File: src/rtl/imdct_job_arbiter.sv
// Two-requester arbiter sharing one IMDCT engine: grant, load, start, run, unload.
// Optional run-phase watchdog with sticky err output: IMDCT_ARB_WATCHDOG_EN.
module imdct_job_arbiter #(
   parameter int TO_W = 13
) (
   input  logic       clk,
   input  logic       rst,
   input  logic [1:0] req,
   input  logic [2:0] cfg0,
   input  logic [2:0] cfg1,
   input  logic [1:0] go,
   input  logic [1:0] rel,
   input  logic       eng_done,
   input  logic       eng_progress,
   output logic [1:0] grant,
   output logic [1:0] ack,
   output logic [1:0] job_done,
   output logic       eng_start,
   output logic       eng_auto,
   output logic       eng_func,
   output logic       eng_tabidx,
`ifdef IMDCT_ARB_WATCHDOG_EN
   output logic       err,
`endif
   output logic       busy
);

   typedef enum logic [2:0] {
      IDLE,
      LOAD,
      START,
      RUN,
      UNLOAD
   } state_t;

   state_t     state, state_n;
   logic [1:0] grant_n, ack_n, done_n;
   logic       start_n;
   logic [2:0] cfg_n;
   logic       last_owner, last_owner_n;
   logic       own, win;

   // Progress is informational only; the watchdog counts every RUN cycle.
   logic       unused_progress;
   assign unused_progress = eng_progress;

`ifdef IMDCT_ARB_WATCHDOG_EN
   logic [TO_W-1:0] cnt, cnt_n;
   logic            err_n;
   localparam logic [TO_W-1:0] CNT_LAST = {{(TO_W-1){1'b1}}, 1'b0};
`endif

   assign own  = grant[1];
   assign busy = (state != IDLE);
   // Tie goes to whoever did not own the engine last.
   assign win  = (req[0] && (!req[1] || last_owner)) ? 1'b0 : 1'b1;

   always_comb begin
      state_n      = state;
      grant_n      = grant;
      ack_n        = 2'b00;
      done_n       = 2'b00;
      start_n      = 1'b0;
      cfg_n        = {eng_auto, eng_func, eng_tabidx};
      last_owner_n = last_owner;
`ifdef IMDCT_ARB_WATCHDOG_EN
      cnt_n        = cnt;
      err_n        = err;
`endif
      unique case (state)
         IDLE: begin
            if (|req) begin
               state_n = LOAD;
               grant_n = win ? 2'b10 : 2'b01;
               ack_n   = win ? 2'b10 : 2'b01;
               cfg_n   = win ? cfg1 : cfg0;
            end
         end
         LOAD: begin
            if (go[own]) begin
               state_n = START;
               start_n = 1'b1;
            end else if (!req[own]) begin
               state_n = IDLE;
               grant_n = 2'b00;
            end
         end
         START: begin
            state_n = RUN;
`ifdef IMDCT_ARB_WATCHDOG_EN
            cnt_n   = '0;
`endif
         end
         RUN: begin
            if (eng_done) begin
               state_n = UNLOAD;
               done_n  = grant;
            end
`ifdef IMDCT_ARB_WATCHDOG_EN
            else if (cnt == CNT_LAST) begin
               state_n = IDLE;
               grant_n = 2'b00;
               err_n   = 1'b1;
            end else begin
               cnt_n = cnt + 1'b1;
            end
`endif
         end
         UNLOAD: begin
            if (rel[own]) begin
               state_n      = IDLE;
               grant_n      = 2'b00;
               last_owner_n = own;
            end
         end
         default: state_n = IDLE;
      endcase
   end

   always_ff @(posedge clk) begin
      if (rst) begin
         state      <= IDLE;
         grant      <= 2'b00;
         ack        <= 2'b00;
         job_done   <= 2'b00;
         eng_start  <= 1'b0;
         eng_auto   <= 1'b0;
         eng_func   <= 1'b0;
         eng_tabidx <= 1'b0;
         last_owner <= 1'b1;
`ifdef IMDCT_ARB_WATCHDOG_EN
         cnt        <= '0;
         err        <= 1'b0;
`endif
      end else begin
         state      <= state_n;
         grant      <= grant_n;
         ack        <= ack_n;
         job_done   <= done_n;
         eng_start  <= start_n;
         {eng_auto, eng_func, eng_tabidx} <= cfg_n;
         last_owner <= last_owner_n;
`ifdef IMDCT_ARB_WATCHDOG_EN
         cnt        <= cnt_n;
         err        <= err_n;
`endif
      end
   end

endmodule
File: config.mk
export PLATFORM = sky130hd
export DESIGN_NAME = imdct_job_arbiter
export DESIGN_NICKNAME = d
export VERILOG_FILES = /design/src/rtl/imdct_job_arbiter.sv
export SDC_FILE = /design/constraint.sdc
export NUM_CORES = 1
export LEC_CHECK = 0
export CAP_MARGIN = 20
export CELL_PAD_IN_SITES_DETAIL_PLACEMENT = 0
export CELL_PAD_IN_SITES_GLOBAL_PLACEMENT = 1
export CORE_MARGIN = 1.5
export CORE_UTILIZATION = 27
export CTS_BUF_LIST = sky130_fd_sc_hd__clkbuf_16
export CTS_CLUSTER_DIAMETER = 120
export DETAILED_ROUTE_END_ITERATION = 12
export GPL_TIMING_DRIVEN = 0
export PLACE_DENSITY_LB_ADDON = 0.1
export SLEW_MARGIN = 20
export SYNTH_ARGS = -nofsm -noshare
export SYNTH_HDL_FRONTEND = slang
export SYNTH_SLANG_ARGS = --single-unit
File: constraint.sdc
create_clock -name clk -period 1.4 [get_ports clk]
set_clock_uncertainty 0.2 [all_clocks]
set_input_delay 0.14 -clock clk [delete_from_list [all_inputs] [get_ports clk]]
set_output_delay 0.14 -clock clk [all_outputs]
set_load 0.005 [all_outputs]
==> metrics, run 1 <==
WL per Instance=12.3 um; DRT Wirelength=1630 um; Least-Margin Pin Slew=0.294 ns; multi-input logic area=369 um2; TritonCTS clock tree=built; clock sink count=14; Peak supply drop=0.585 mV; status=complete, but fails checks; YS warnings=0; Skew-Pair Late Insertion Delay=0.24 ns; Avg Inst Size Synth=9.66 um2; H-tree Lvls=1; PortBufs=24; mean number of vias per cell=4.88; routed via count=649; Fillers=251; design internal power=951 uW; RSZ-0062 raised after global routing=true; Post-Syn Area=686 um2; Worst Reg-to-Reg Cells=4; commonest non-fill, non-tap cell in the layout=clkdlybuf4s50_1; DRC=0; I/O pins=27; sequential-to-total area share from yosys stat=0.409; number of synthesized flops with an enable pin=0; initial antenna violation count=0; Fin. Hold Viols=0; RePlAce Congestion=0.722; post-route worst setup slack=-0.0978 ns; maxcap violations=0; worst rel slew slack=0.803; Final nets=120; Root Driver=clkbuf_16; crit end category=primary output; CP Launch Type=flop; RR Endpoint=grant[1]; layout cells sized above 1=0.262; period utilisation layout=1.07; largest net degree at the start of global routing=11; ANT nets after route=0; Sequential Power Share=0.368; Row Count=18; asr flop ratio synth=0; clk slew on worst S/H paths=0.05 ns; placed instance count=125; Psw=291 uW; Worst Path Required=1.06 ns; Max Clk Rate=668 MHz; Lkg Pwr=0.540 nW; cts bufs inserted=3; core area=2430 um2; first-pass GRT wire length=2500 um; TritonRoute pass-1 iters=4; Max clock buf depth=2; RR Startpoint=grant[1]; kind of critical path=reg -> out; Seq cells post-synth=14; synthesized net count=87; Setup-failing EPs final=3; diodes inserted=0; GRT Total Usage=0.126; Die X-Extent=53.4 um; DRT iter0 DRCs=12; CP arrival=1.16 ns; logic gate share of total power=0.200; failing checks=setup timing; die area=2850 um2; PwrDens=1130 nW/um2; dominant synthesized flop cell=dfxtp_1; worst min path class=in -> reg; via count of the first global-routing pass=577; most frequent cells in the layout=clkdlybuf4s50_1, dfxtp_1, nor2_1, dlygate4sd2_1, buf_4; min Tclk post-route=1.50 ns; R2R Setup Slk=-0.09 ns; Hold Path Stages=2; area delta synth->final=60.0%; initial core utilization=0.282; Post-Place Setup Slack=-0.393 ns; final HPWL from detailed placement=1210 um; Post-Route Utilization=0.451; Clk pwr share=0.432; post-synth cell types=30; Finished Layout Cells=133; register area=287 um2; pins over their slew limit=0; die height=53.4 um; hold endpoint=state[2]; Remaining Overflow, GRT=0; Tot Pwr=1.24 mW; worst-path fanout max=8; Switching Share=0.234; WHS=0.00602 ns; Syn Inst Count=71; Hold Startpoint=rst
through the flow:
step | cell area [um2] | setup TNS, ns
6_report | 1100 | -0.241
5_1_grt | 1100 | -0.374
4_1_cts | 1050 | -0.275
3_5_place_dp | 973 | -2.45
3_3_place_gp | 973 | -2.38
2_1_floorplan | 696 | 0
layout make-up:
cell class | instances | area share
multi-input cells | 49 | 0.336
flip-flops and latches | 14 | 0.261
repair buffers | 30 | 0.261
clock buffers | 3 | 0.0684
well taps | 30 | 0.0342
plain buffers | 3 | 0.0251
inverters | 3 | 0.0103
clock inverters | 1 | 0.00342
routing by layer:
metal	track usage	routed length, um	vias up
li1	-	-	324
met1	0.148	742	296
met2	0.200	732	24
met3	0.0367	123	5
met4	0.0769	35	0
met5	0	0	-
timing repair:
action / CTS / global route
endpoints found under the setup margin: 12 / 10
setup buffers: 1 / 5
hold buffers: 0 / 0
gates resized for setup: 14 / 10
pin swaps: 1 / 4
registers in the layout (all words and copies together), names as in the netlist:
register,flops
state,3
ack,2
grant,2
job_done,2
eng_auto,1
eng_func,1
eng_start,1
eng_tabidx,1
last_owner,1
worst max path at each step:
stage             start  slack (ns)         end
2_1_floorplan  grant[1]       0.008    grant[0]
3_3_place_gp     req[0]       -0.37  eng_tabidx
3_5_place_dp     req[0]       -0.39    eng_func
4_1_cts        state[1]       -0.10        busy
5_1_grt        grant[1]       -0.13    grant[1]
6_report       state[1]        -0.1        busy
worst max-delay path, cell delays in order, from the launching register on:
cell     delay (ns)
dfxtp_2        0.31
buf_6          0.12
or3_1          0.35
buf_2          0.13
synthesized netlist by cell type, types with 2 or more instances:
library cell | n | area [um2]
o2111a_1 | 2 | 22.5
nor3_1 | 4 | 20.0
nor2_2 | 2 | 12.5
dfxtp_1 | 14 | 280
o21bai_1 | 2 | 15.0
nand3_1 | 3 | 15.0
a211oi_1 | 5 | 37.5
nor2_1 | 7 | 26.3
buf_2 | 2 | 10.0
buf_6 | 3 | 33.8
a21oi_1 | 2 | 10.0
inv_1 | 3 | 11.3
mux2i_1 | 5 | 50.1
logic make-up after synthesis:
kind of cell	Yosys count	synth area share
flops	14	0.409
mux	5	0.0730
compound gates	17	0.197
simple gates	27	0.241
buf+inv	8	0.0803
power by group through the flow:
stage / clock, mW / sequential (mW) / combinational [mW]
finish: 0.536 / 0.457 / 0.249
CTS: 0.538 / 0.455 / 0.241
global route: 0.562 / 0.461 / 0.270
detailed placement: 0 / 0.453 / 0.260
floorplan: 0 / 0.454 / 0.142
global placement: 0 / 0.452 / 0.259
Power figures use the tool's default switching activity.
==> run 2: changes to the inputs <==
- CTS_BUF_LIST: sky130_fd_sc_hd__clkbuf_16 -> unset
==> run 2 against run 1 <==
Cell area fell by 4.9%. The flow finishes with violations (hold timing, setup timing). Die area did not move. Routed wire length rose by 0.80%. Sequential share of layout area rose by 1.9 points. Power fell by 21%. Maximum frequency barely moved. Global-route usage rose by 0.35 points. Register-to-register slack barely moved. Via count fell by 0.92%. First-iteration DRC count fell by 25%. Final cell count did not move. Sequential cell count did not move.
==> metrics, run 2 (synthesis results as in run 1) <==
status=complete, but fails checks; failing checks=hold timing, setup timing; first-pass GRT wire length=2570 um (+3.0%); GRT Total Usage=0.130 (+0.00352); worst-path cell chain=buf_6 -> or3_1 -> buf_2; Sequential Power Share=0.468 (+0.100); Die X-Extent=53.4 um (unchanged); CP peak stage delay=0.33 ns (-0.02 ns); layout cells sized above 1=0.320 (+0.0583); Post-Place Setup Slack=-0.393 ns (unchanged); Tot Pwr=984 uW (-21%); Post-Route Utilization=0.429 (-0.0221); ANT nets after route=0 (unchanged); TritonCTS clock tree=built; RSZ-0062 raised after global routing=true; cts bufs inserted=3 (unchanged); RR Startpoint=grant[1]; max reg flops=3 (unchanged); Largest Register=state; largest net degree at the start of global routing=10 (-1); DRT Wirelength=1650 um (+0.80%); core area=2430 um2 (unchanged); Hold Startpoint=rst; CP arrival=1.16 ns (about the same); routed via count=643 (-0.92%); initial antenna violation count=0 (unchanged); logic gate share of total power=0.241 (+0.041); pins over their slew limit=0 (unchanged); Peak supply drop=0.542 mV (-7.4%); Least-Margin Pin Slew=0.282 ns (-0.0117 ns); worst min path class=in -> reg; post-route worst setup slack=-0.0973 ns (+0.000506 ns); PwrDens=943 nW/um2 (-17%); RePlAce Congestion=0.722 (unchanged); R2R Setup Slk=-0.09 ns (about the same); mean number of vias per cell=4.83 (-0.92%); final HPWL from detailed placement=1210 um (unchanged); maxcap violations=0 (unchanged); Fin. Hold Viols=6 (+6); CP Launch Type=flop; H-tree Lvls=1 (unchanged); area delta synth->final=52.2%; TritonRoute pass-1 iters=4 (unchanged); initial core utilization=0.282 (unchanged); Max clock buf depth=2 (unchanged); Worst Path Required=1.06 ns (about the same); most frequent cells in the layout=dlygate4sd2_1, clkdlybuf4s50_1, dfxtp_1, nor2_1, buf_4; DRC=0 (unchanged); Worst Reg-to-Reg Cells=4 (unchanged); PortBufs=24 (unchanged); final cell area excluding filler cells=1040 um2 (-4.9%); Hold Path Stages=2 (unchanged); Switching Share=0.266 (+0.0313); Post-Place Cell Area=973 um2 (unchanged); diodes inserted=0 (unchanged); multi-input logic area=373 um2 (+1.0%); Slowest-stage cell, CP=dfxtp_2; Max Clk Rate=668 MHz (about the same); die area=2850 um2 (unchanged); worst rel slew slack=0.811 (+0.00780); WHS=-0.0490 ns (-0.0550 ns); Psw=261 uW (-10%); design internal power=723 uW (-24%); worst-path fanout max=7 (-1); Setup-failing EPs final=5 (+2); min Tclk post-route=1.50 ns (-0.000506 ns); hold endpoint=state[2]; crit end category=primary output; Clk pwr share=0.292 (-0.140); Root Driver=clkbuf_4; clock sink count=14 (unchanged); setup TNS=-0.263 ns (-0.0219 ns); clk slew on worst S/H paths=0.09 ns (+0.04 ns); I/O pins=27 (unchanged); period utilisation layout=1.07 (about the same); Lkg Pwr=0.475 nW (-12%); placed instance count=125 (unchanged); Skew-Pair Late Insertion Delay=0.28 ns (+0.04 ns); register area=293 um2 (+2.2%); Finished Layout Cells=133 (unchanged); Row Count=18 (unchanged); DRT iter0 DRCs=9 (-3); Fillers=263 (+4.8%); die height=53.4 um (unchanged); RR Endpoint=grant[1]; WL per Instance=12.4 um (+0.80%); via count of the first global-routing pass=596 (+3.3%); Remaining Overflow, GRT=0 (unchanged); kind of critical path=reg -> out; Final nets=120 (unchanged); commonest non-fill, non-tap cell in the layout=dlygate4sd2_1
-- run 2: cell count changes in the layout (fill, tap and decap cells not counted), sizes merged --
| cell | change |
|---|---|
| dlymetal6s2s | -4 |
| dlygate4sd2 | +6 |
| clkinv | -1 |
| clkdlybuf4s15 | -1 |
| clkbuf | +1 |
| clkdlybuf4s50 | -1 |
-- run 2: final cells by class --
class                           instances  area share
Multi-Input combinational cell         49       0.357
Timing Repair Buffer                   31       0.265
Sequential cell                        14       0.281
Clock buffer                            4      0.0348
Tap cell                               30      0.0360
Inverter                                3      0.0108
Buffer                                  2      0.0156
-- run 2: worst max-delay path, delay by kind of cell, from the launching register on --
kind | cells | cell delay, ns
and+or+nand+nor | 1 | 0.29
DFF | 1 | 0.33
buffers and inverters | 2 | 0.25
-- run 2: worst max-delay path by stage --
stage | from | end | slack, ns | cells after the start
2_1_floorplan | grant[1] | grant[0] | 0.008 | 5
3_3_place_gp | req[0] | eng_tabidx | -0.37 | 5
3_5_place_dp | req[0] | eng_func | -0.39 | 5
4_1_cts | grant[1] | grant[1] | -0.1 | 5
5_1_grt | grant[1] | grant[1] | -0.16 | 4
6_report | state[2] | busy | -0.1 | 3
-- run 2: timing repair --
item                       CTS  global route
hold endpoints to repair     6             6
setup endpoints to repair   17             8
setup buffers                5             2
pin swaps                    1             4
gates resized for setup     24             6
-- run 2: power by group through the flow --
stage,combinational [mW],clock [mW],sequential (mW)
3_5_place_dp,0.260,0,0.453
6_report,0.237,0.287,0.460
3_3_place_gp,0.259,0,0.452
5_1_grt,0.259,0.310,0.466
2_1_floorplan,0.142,0,0.454
4_1_cts,0.234,0.296,0.458
-- run 2: routing by layer --
layer  GRT usage  vias up  part of all wire  wire length [um]
met5           0        -                 0                 0
met4      0.0769        0            0.0079                13
met3      0.0282        2             0.063               103
met2       0.210       19              0.47               781
met1       0.155      297              0.45               748
li1            -      325                 -                 -
